--- src/rtl/stream_sink.sv ---
// stream_sink: receiving end of the valid/ready/last byte stream.
// Applies a periodic back-pressure pattern on s_ready, checks each accepted
// beat for incrementing data, packet length and hold stability, and keeps
// saturating statistics counters plus sticky error flags.
//
// Handshake: a beat transfers on every rising clk edge where s_valid and
// s_ready are both 1. Once s_valid is raised, the source must hold s_valid,
// s_data and s_last unchanged until that transfer; s_ready never depends
// combinationally on s_valid.
module stream_sink #(
  parameter int DATA_W       = 8,
  parameter int PKT_LEN      = 4,
  parameter int READY_PERIOD = 5,
  parameter int READY_HIGH   = 3,
  parameter int CNT_W        = 16
) (
  input  logic              clk,
  input  logic              rst_n,
  input  logic              s_valid,
  input  logic [DATA_W-1:0] s_data,
  input  logic              s_last,
  output logic              s_ready,
  input  logic              ready_en,
  input  logic              err_clr,
  output logic              pkt_done,
  output logic [CNT_W-1:0]  beat_count,
  output logic [CNT_W-1:0]  pkt_count,
  output logic [CNT_W-1:0]  bad_pkt_count,
  output logic              err_seq,
  output logic              err_len,
  output logic              err_proto,
  output logic [1:0]        dbg_state
);

  localparam int RCNT_W = (READY_PERIOD > 1) ? $clog2(READY_PERIOD) : 1;
  localparam int IDX_W  = $clog2(PKT_LEN + 1);

  localparam logic [RCNT_W-1:0] RCNT_LAST = RCNT_W'(READY_PERIOD - 1);
  localparam logic [RCNT_W:0]   RCNT_HIGH = (RCNT_W + 1)'(READY_HIGH);
  localparam logic [IDX_W-1:0]  IDX_LAST  = IDX_W'(PKT_LEN - 1);
  localparam logic [IDX_W-1:0]  IDX_FULL  = IDX_W'(PKT_LEN);
  localparam logic [CNT_W-1:0]  CNT_MAX   = '1;

  typedef enum logic [1:0] {
    IDLE  = 2'd0,
    RECV  = 2'd1,
    DRAIN = 2'd2
  } state_t;

  state_t              state_q, state_d;
  logic [IDX_W-1:0]    beat_idx_q, beat_idx_d;
  logic                pkt_bad_q, pkt_bad_d;
  logic [RCNT_W-1:0]   rcnt_q;
  logic [DATA_W-1:0]   exp_data_q;
  logic                prev_stall_q;
  logic [DATA_W-1:0]   prev_data_q;
  logic                prev_last_q;
  logic                pkt_done_q;
  logic [CNT_W-1:0]    beat_cnt_q, pkt_cnt_q, bad_cnt_q;
  logic                err_seq_q, err_len_q, err_proto_q;

  logic acc, seq_err, proto_hit, len_err, complete, pkt_is_bad, bad_any;

  // Ready comes only from registered pattern state and the enable pin.
  always_comb begin
    s_ready   = ready_en && ({1'b0, rcnt_q} < RCNT_HIGH);
    acc       = s_valid && s_ready;
    seq_err   = acc && (s_data != exp_data_q);
    proto_hit = prev_stall_q &&
                (!s_valid || (s_data != prev_data_q) || (s_last != prev_last_q));
  end

  // Packet framing: next state, beat index and per-packet bad marker.
  always_comb begin
    state_d    = state_q;
    beat_idx_d = beat_idx_q;
    pkt_bad_d  = pkt_bad_q;
    len_err    = 1'b0;
    complete   = 1'b0;
    pkt_is_bad = 1'b0;
    bad_any    = 1'b0;
    if (acc) begin
      case (state_q)
        IDLE: begin
          if (s_last) begin
            complete = 1'b1;
            len_err  = (PKT_LEN != 1);
          end else if (PKT_LEN == 1) begin
            // Single-beat packets: a first beat without last is already long.
            len_err    = 1'b1;
            state_d    = DRAIN;
            beat_idx_d = IDX_FULL;
          end else begin
            state_d    = RECV;
            beat_idx_d = IDX_W'(1);
          end
        end
        RECV: begin
          if (s_last) begin
            complete = 1'b1;
            len_err  = (beat_idx_q != IDX_LAST);
          end else if (beat_idx_q == IDX_LAST) begin
            len_err    = 1'b1;
            state_d    = DRAIN;
            beat_idx_d = IDX_FULL;
          end else begin
            beat_idx_d = beat_idx_q + IDX_W'(1);
          end
        end
        DRAIN: begin
          // Excess beats are swallowed; index stays saturated.
          complete = s_last;
        end
        default: state_d = IDLE;
      endcase
      bad_any = pkt_bad_q || seq_err || len_err;
      if (complete) begin
        state_d    = IDLE;
        beat_idx_d = '0;
        pkt_bad_d  = 1'b0;
        pkt_is_bad = bad_any;
      end else begin
        pkt_bad_d  = bad_any;
      end
    end
  end

  // All registered state: FSM, pattern counter, checkers, counters, flags.
  always_ff @(posedge clk) begin
    if (!rst_n) begin
      state_q      <= IDLE;
      beat_idx_q   <= '0;
      pkt_bad_q    <= 1'b0;
      rcnt_q       <= '0;
      exp_data_q   <= '0;
      prev_stall_q <= 1'b0;
      prev_data_q  <= '0;
      prev_last_q  <= 1'b0;
      pkt_done_q   <= 1'b0;
      beat_cnt_q   <= '0;
      pkt_cnt_q    <= '0;
      bad_cnt_q    <= '0;
      err_seq_q    <= 1'b0;
      err_len_q    <= 1'b0;
      err_proto_q  <= 1'b0;
    end else begin
      state_q    <= state_d;
      beat_idx_q <= beat_idx_d;
      pkt_bad_q  <= pkt_bad_d;
      rcnt_q     <= (rcnt_q == RCNT_LAST) ? '0 : rcnt_q + RCNT_W'(1);

      if (acc) begin
        // Resync to the received value so one bad beat flags only once.
        exp_data_q <= s_data + DATA_W'(1);
      end

      prev_stall_q <= s_valid && !s_ready;
      prev_data_q  <= s_data;
      prev_last_q  <= s_last;

      pkt_done_q <= complete;

      if (acc && (beat_cnt_q != CNT_MAX)) beat_cnt_q <= beat_cnt_q + CNT_W'(1);
      if (complete && (pkt_cnt_q != CNT_MAX)) pkt_cnt_q <= pkt_cnt_q + CNT_W'(1);
      if (pkt_is_bad && (bad_cnt_q != CNT_MAX)) bad_cnt_q <= bad_cnt_q + CNT_W'(1);

      err_seq_q   <= err_clr ? 1'b0 : (err_seq_q || seq_err);
      err_len_q   <= err_clr ? 1'b0 : (err_len_q || len_err);
      err_proto_q <= err_clr ? 1'b0 : (err_proto_q || proto_hit);
    end
  end

  assign pkt_done      = pkt_done_q;
  assign beat_count    = beat_cnt_q;
  assign pkt_count     = pkt_cnt_q;
  assign bad_pkt_count = bad_cnt_q;
  assign err_seq       = err_seq_q;
  assign err_len       = err_len_q;
  assign err_proto     = err_proto_q;
  assign dbg_state     = state_q;

endmodule

--- config.mk ---
export PLATFORM = sky130hd
export DESIGN_NAME = stream_sink
export DESIGN_NICKNAME = d
export VERILOG_FILES = /design/src/rtl/stream_sink.sv
export SDC_FILE = /design/constraint.sdc
export NUM_CORES = 1
export LEC_CHECK = 0
export CELL_PAD_IN_SITES_DETAIL_PLACEMENT = 0
export CELL_PAD_IN_SITES_GLOBAL_PLACEMENT = 1
export CORE_AREA = 3 3 81 160
export DETAILED_ROUTE_END_ITERATION = 7
export DIE_AREA = 0 0 84 163
export HOLD_SLACK_MARGIN = 0.03
export PLACE_DENSITY_LB_ADDON = 0.1
export SLEW_MARGIN = 20
export SYNTH_ARGS = -nofsm -noshare
export SYNTH_HDL_FRONTEND = slang
export SYNTH_SLANG_ARGS = --single-unit
export TNS_END_PERCENT = 50
--- constraint.sdc ---
create_clock -name clk -period 2.4 [get_ports clk]
set_clock_uncertainty 0.05 [all_clocks]
set_input_delay 0.48 -clock clk [delete_from_list [all_inputs] [get_ports clk]]
set_output_delay 0.48 -clock clk [all_outputs]
set_load 0.02 [all_outputs]
# Word level (Yosys, flattened, before mapping)
# Cells that the tools add are included.
[op_classes]
eq_ne = 15
div_mod_pow = 0
n_mul = 0
reduce_logical = 24
bitwise = 1
n_shift = 0
order_cmp = 1
n_addsub = 6
mux = 22
[ops]
columns = ["operator", "n"]
rows = [
  ["adder 16 x 1 -> 16 bit (second input constant)", 3],
  ["!= test 16 bit (second input constant)", 3],
  ["!= test 8 bit", 2],
  ["2-to-1 mux 3 bit", 4],
  ["2-to-1 mux 1 bit", 10],
  ["!= test 3 bit (second input constant)", 3],
  ["adder 8 x 1 -> 8 bit (second input constant)", 1],
  ["logical AND 1 bit", 8],
  ["2-to-1 mux 2 bit", 4],
  ["logical OR 1 bit", 7],
  ["adder 3 x 1 -> 3 bit (second input constant)", 2],
  ["one-hot mux 2 bit (3 select lines)", 1],
  ["one-hot mux 3 bit (2 select lines)", 1],
  ["OR reduction 2 bit", 3],
  ["AND reduction 5 bit", 1],
  ["one-hot mux 1 bit (2 select lines)", 2],
  ["AND reduction 4 bit", 1],
  ["equality test 3 x 2 -> 1 bit (second input constant)", 1],
  ["equality test 3 bit (second input constant)", 1],
  ["less-than comparator 3 x 2 -> 1 bit (second input constant)", 1],
  ["!= test 3 x 2 -> 1 bit (second input constant)", 1],
  ["nonzero test 3 bit", 1],
  ["equality test 2 x 1 -> 1 bit (second input constant)", 1],
  ["equality test 2 bit (second input constant)", 1],
  ["5 further kinds", 6],
]
[word_totals]
register_bits = 79
in_bits = 14
memories = 0
latchBits = 0
out_inout_bits = 55
rom_bits = 0
wordCells = 84
mem_bits_rw = 0

# Longest topological paths before layout
[depth]
depth_word = 9
mapped_depth = 9
mapped_depth_nobuf = 7

# Worst setup path after synthesis
# Ideal clock, no wire load.
[synth_timing]
kind = "register to register"
from = "reg beat_idx_q[0]"
to = "reg bad_cnt_q[15], in the netlist bad_pkt_count[15]"
t_arrival_ps = 2005
setup_slack_ps = 275
setup_ps = 70
path_buffers = 1
required_ps = 2280
synth_period_minus_slack_ps = 2125
stages_incl_launch_ff = 9
path_cell_list = "dfxtp_1 -> ha_1 -> ha_1 -> a21bo_1 -> a21oi_2 -> and4bb_4 -> buf_6 -> or4_1 -> a21oi_1"
[synth_via]
elab_chain_cells = 9
word_cells_on_any_way = 10
cone_classes = "eq/ne: 2; mux: 6; reduce/logical: 2"
[synth_rtl]
columns = ["element", "line_no", "rtl"]
rows = [
  ["start, declared", "51", "logic [IDX_W-1:0] beat_idx_q, beat_idx_d;"],
  ["start signal, assigned", "148", "beat_idx_q <= beat_idx_d;"],
  ["equality test 3 x 2 -> 1 bit", "102", "end else if (beat_idx_q == IDX_LAST) begin"],
  ["2-to-1 mux 1 bit", "102", ""],
  ["2-to-1 mux 1 bit (*)", "99", "if (s_last) begin"],
  ["one-hot mux 1 bit (2 select lines) (*)", "83", "case (state_q)"],
  ["2-to-1 mux 1 bit (*)", "82", "if (acc) begin"],
  ["logical OR 1 bit (*)", "116", "bad_any = pkt_bad_q || seq_err || len_err;"],
  ["2-to-1 mux 1 bit (*)", "117", "if (complete) begin"],
  ["2-to-1 mux 1 bit (*)", "82", ""],
  ["logical AND 1 bit (*)", "165", "if (pkt_is_bad && (bad_cnt_q != CNT_MAX)) bad_cnt_q <= bad_cnt_q + CNT_W'(1);"],
  ["end signal, assigned", "165", ""],
  ["end, declared", "59", "logic [CNT_W-1:0] beat_cnt_q, pkt_cnt_q, bad_cnt_q;"],
]
# Every way passes the cells marked *; elsewhere a longest branch is shown, timed or not. The select of a mux whose other input is x is not followed.
# A chain may end at the register's enable or synchronous reset.

# Final worst setup path
[layout_timing]
from = "in s_last"
to = "reg bad_cnt_q[9], in the netlist bad_pkt_count[9]"
[layout_via]
elab_chain_cells = 7
word_cells_on_any_way = 10
cone_classes = "mux: 8; reduce/logical: 2"
[layout_rtl]
columns = ["element", "line_no", "rtl"]
rows = [
  ["start, declared", "21", "input logic s_last,"],
  ["2-to-1 mux 1 bit, on equally long branches", "99, 85", ""],
  ["one-hot mux 1 bit (2 select lines)", "83", ""],
  ["2-to-1 mux 1 bit", "82", ""],
  ["logical OR 1 bit", "116", ""],
  ["2-to-1 mux 1 bit (*)", "117", ""],
  ["2-to-1 mux 1 bit (*)", "82", ""],
  ["logical AND 1 bit (*)", "165", ""],
]
# Marks and branches as above.

==> impl_metrics.yaml <==
yosys:
  syn_area_per_cell_sq_um: 8.64
  synth_top_family_by_area: "simple AND/OR/NAND/NOR gates"
  synth_xor_area_share_pct: 9.89
  synth-compound-area-share_pct: 14.0
  synth_mux_area_share_pct: 1.80
  synth-async-reset-ratio_pct: 0
  syn_area_sq_um: 3900
  synth-seq-cells: 79
  yosysUniqueCellTypes: 53
  synth_fa_ha_area_share_pct: 2.57
  synth-main-ff-cell: "dfxtp_1"
  synth_edf_count: 0
  synth_fp_nets: 473
  synth-simple-area-share_pct: 27.0
  ys_seq_area_share_pct: 40.6
  netlist_instances: 451
  yosys_warnings: 0
clocking:
  numCtsBuffers: 9
  clkTransAtPathRegs_ps: 60
  cts_buffer_depth: 2
  cts_max_level: 3
  cts_tree: "yes"
  hold_buffers: 0
  cts-root-buf: "clkbuf_16"
  clock_sinks: 79
  insertion_delay_ps: 340
  cts_setup_buffers: 0
finish:
  n_antenna_cell: 0
  nets: 568
  drive_gt1_share_pct: 11.8
  area_growth_pct: 36.1
die:
  rows: 56
  ios: 69
  start_util_pct: 32.9
  dieArea_sq_um: 13700
  core_area_sq_um: 11800
  dieWidth_um: 84
  dieHeight_um: 163
setup_path:
  crit_family: "simple AND/OR/NAND/NOR gates"
  cpMaxStageDelayCell: "clkdlybuf4s50_1"
  r2r_cells: 8
  critPathMaxStageDelay_ps: 580
  cp.required_ps: 2620
  reg2reg_to: "bad_pkt_count[9]"
  startpoint_type: "input pin"
  crit_type: "input pin to flop"
  critPathBufInv: 2
  arrival_ps: 2510
  r2r_slack_ps: 140
  rr_startpoint: "beat_idx_q[0]"
  path_cells: "clkdlybuf4s50_1 -> a21bo_1 -> a21oi_2 -> and4bb_4 -> buf_12 -> or4_1 -> a21oi_1"
  worstPathMaxFanout: 28
  end_kind: "flop"
placement:
  io_buffers: 68
  gp_congestion: 0.740
  hpwl_mm: 7.84
  pre_cts_ws_ps: -235
worst_hold_path:
  min-delay-start: "beat_idx_q[2]"
  holdPathStages: 2
  hp-class: "flop to flop"
  hold_path_end: "beat_idx_q[2]"
global_routing:
  grt_pass1_vias: 3704
  grt_max_degree: 41
  grt_antenna_before_repair: 0
  groute.usage.overall_pct: 16.6
  grt_pass1_wl_mm: 18.3
  grt_overflow: 0
power_and_ir_drop:
  p_per_area_nw_per_um2: 585
  p_leak_nw: 1.90
  vdd_drop_max_mv: 0.335
timing:
  whs_ps: 401
  slew_headroom_pct: 64.0
  tightest_slew_ps: 527
  setup_viol: 0
  fin_crit_sh_pct: 95.3
  fin_crit_ps: 2290
  fmax_mhz: 437
  rsz0062_at_grt: "false"
  setup_slack_ps: 113
  hold_viol_final: 0
  slew_viol_final: 0
drt:
  drc: 0
  dr.pass1.iters: 4
  wire_per_inst_um: 15.3
  postRouteWirelength_mm: 10.7
  drtIter0Drc: 102
  vias: 3611
  vias_per_cell: 5.19
  ant_nets: 0
flow_run:
  maxCapViolCount: 0
run_status:
  status: "completed"
## worst max-delay path by stage
stage	to	from	depth (start not counted)
floorplan	bad_pkt_count[15]	beat_idx_q[0]	8
global placement	pkt_count[11]	s_last	8
detailed placement	bad_pkt_count[9]	s_last	7
CTS	bad_pkt_count[9]	beat_idx_q[0]	8
global route	bad_pkt_count[5]	beat_idx_q[0]	8
finish	bad_pkt_count[9]	s_last	7
## per-layer routing
| metal | wire length (um) | track usage [%] |
|---|---|---|
| met1 | 4450 | 18.4 |
| met3 | 268 | 3.04 |
| met2 | 5710 | 30.8 |
| met4 | 231 | 6.22 |
| met5 | 0 | 0 |
## cell usage in the layout (no fill, tap or decap), types with 2 or more instances in the layout
master           synthesis  layout
nor2_1                  47      47
a2111oi_1                1       2
buf_12                   0       2
nand3b_1                 2       2
clkdlybuf4s50_1          0      67
o31ai_1                 10      10
nand4_1                 13      13
nor3b_1                  2       2
dfxtp_1                 79      79
o211ai_1                 6       6
bufinv_16                0       2
a211oi_1                11      11
and3_1                  12      12
or4_1                   11      11
and4_1                   7       7
or3_1                    4       4
nand2_1                 35      35
clkbuf_16                0       9
a32oi_1                  2       2
nor3_1                   6       6
and2_1                  11      11
nor4_1                  15      15
xnor2_1                 25      25
clkinvlp_4               0       3
ha_1                     8       7
a2111oi_0                4       3
buf_4                    2      43
nand2b_1                 6       6
nand3_1                 24      24
mux2i_1                  7       7
o21a_1                   2       2
inv_1                    7       7
a21oi_1                 21      21
xor2_1                  19      19
o21ai_0                  7       7
clkbuf_1                15       2
## where the power goes
part / total, W / internal [W] / switching [W]
Sequential: 0.00137 / 0.00135 / 0.0000247
Combinational: 0.000262 / 0.000127 / 0.000135
Clock: 0.00147 / 0.000912 / 0.000560
Total: 0.00310 / 0.00238 / 0.000720
## flip-flops by register name, summed over array words and instances (netlist names), 2 cells and up
register,cells
beat_idx_q,3
rcnt_q,3
dbg_state,2
pkt_count,16
bad_pkt_count,16
prev_data_q,8
beat_count,16
exp_data_q,8
## synthesized netlist by cell type, types with 10 or more instances
| cell type | n | area (sq um) |
|---|---|---|
| nand2_1 | 35 | 131 |
| nor2_1 | 47 | 176 |
| a21oi_1 | 21 | 105 |
| xnor2_1 | 25 | 219 |
| a211oi_1 | 11 | 82.6 |
| nor4_1 | 15 | 93.8 |
| clkbuf_1 | 15 | 56.3 |
| nand3_1 | 24 | 120 |
| nand4_1 | 13 | 81.3 |
| o31ai_1 | 10 | 75.1 |
| xor2_1 | 19 | 166 |
| and2_1 | 11 | 68.8 |
| dfxtp_1 | 79 | 1580 |
| or4_1 | 11 | 82.6 |
| and3_1 | 12 | 75.1 |
## metrics by stage
| step | std cells | setup TNS (ps) | utilization (%) | power, W | instance area (sq um) |
|---|---|---|---|---|---|
| 6_report | 696 | 0 | 44.8 | 0.00310 | 5300 |
| 5_1_grt | 696 | 0 | 44.8 | 0.00325 | 5300 |
| 4_1_cts | 696 | 0 | 44.7 | 0.00315 | 5300 |
| 3_5_place_dp | 680 | -3090 | 42.1 | 0.00167 | 4980 |
| 3_3_place_gp | 680 | -2710 | 42.1 | 0.00166 | 4980 |
| 2_1_floorplan | 451 | 0 | - | 0.00155 | 3900 |
## tightest hold or removal path: stages (launching register included)
cell and delay, ps:
dfxtp_1 310, nand2_1 50, a21oi_1 50
## cells by family after synthesis
| logic type | Yosys count |
|---|---|
| AOI/OAI and AO/OA | 78 |
| xor gates and xnor gates | 44 |
| adders and majority gates | 8 |
| buffers and inverters | 36 |
| DFF | 79 |
| muxes | 7 |
| and+or+nand+nor | 199 |
## what timing repair did
action                     in CTS  in global routing
gates resized for setup         1                  2
setup endpoints to repair       1                  7
cloned                          0                  0
## layout make-up
type	count	area, sq um
inverter	7	26.3
sequential	79	1580
tap	145	181
fill	1218	6540
clock buffer	11	233
clock inverter	5	82.6
multi-input combinational	336	2160
timing repair buffer	113	1040
Note: power is estimated with default switching activity, not from simulation.
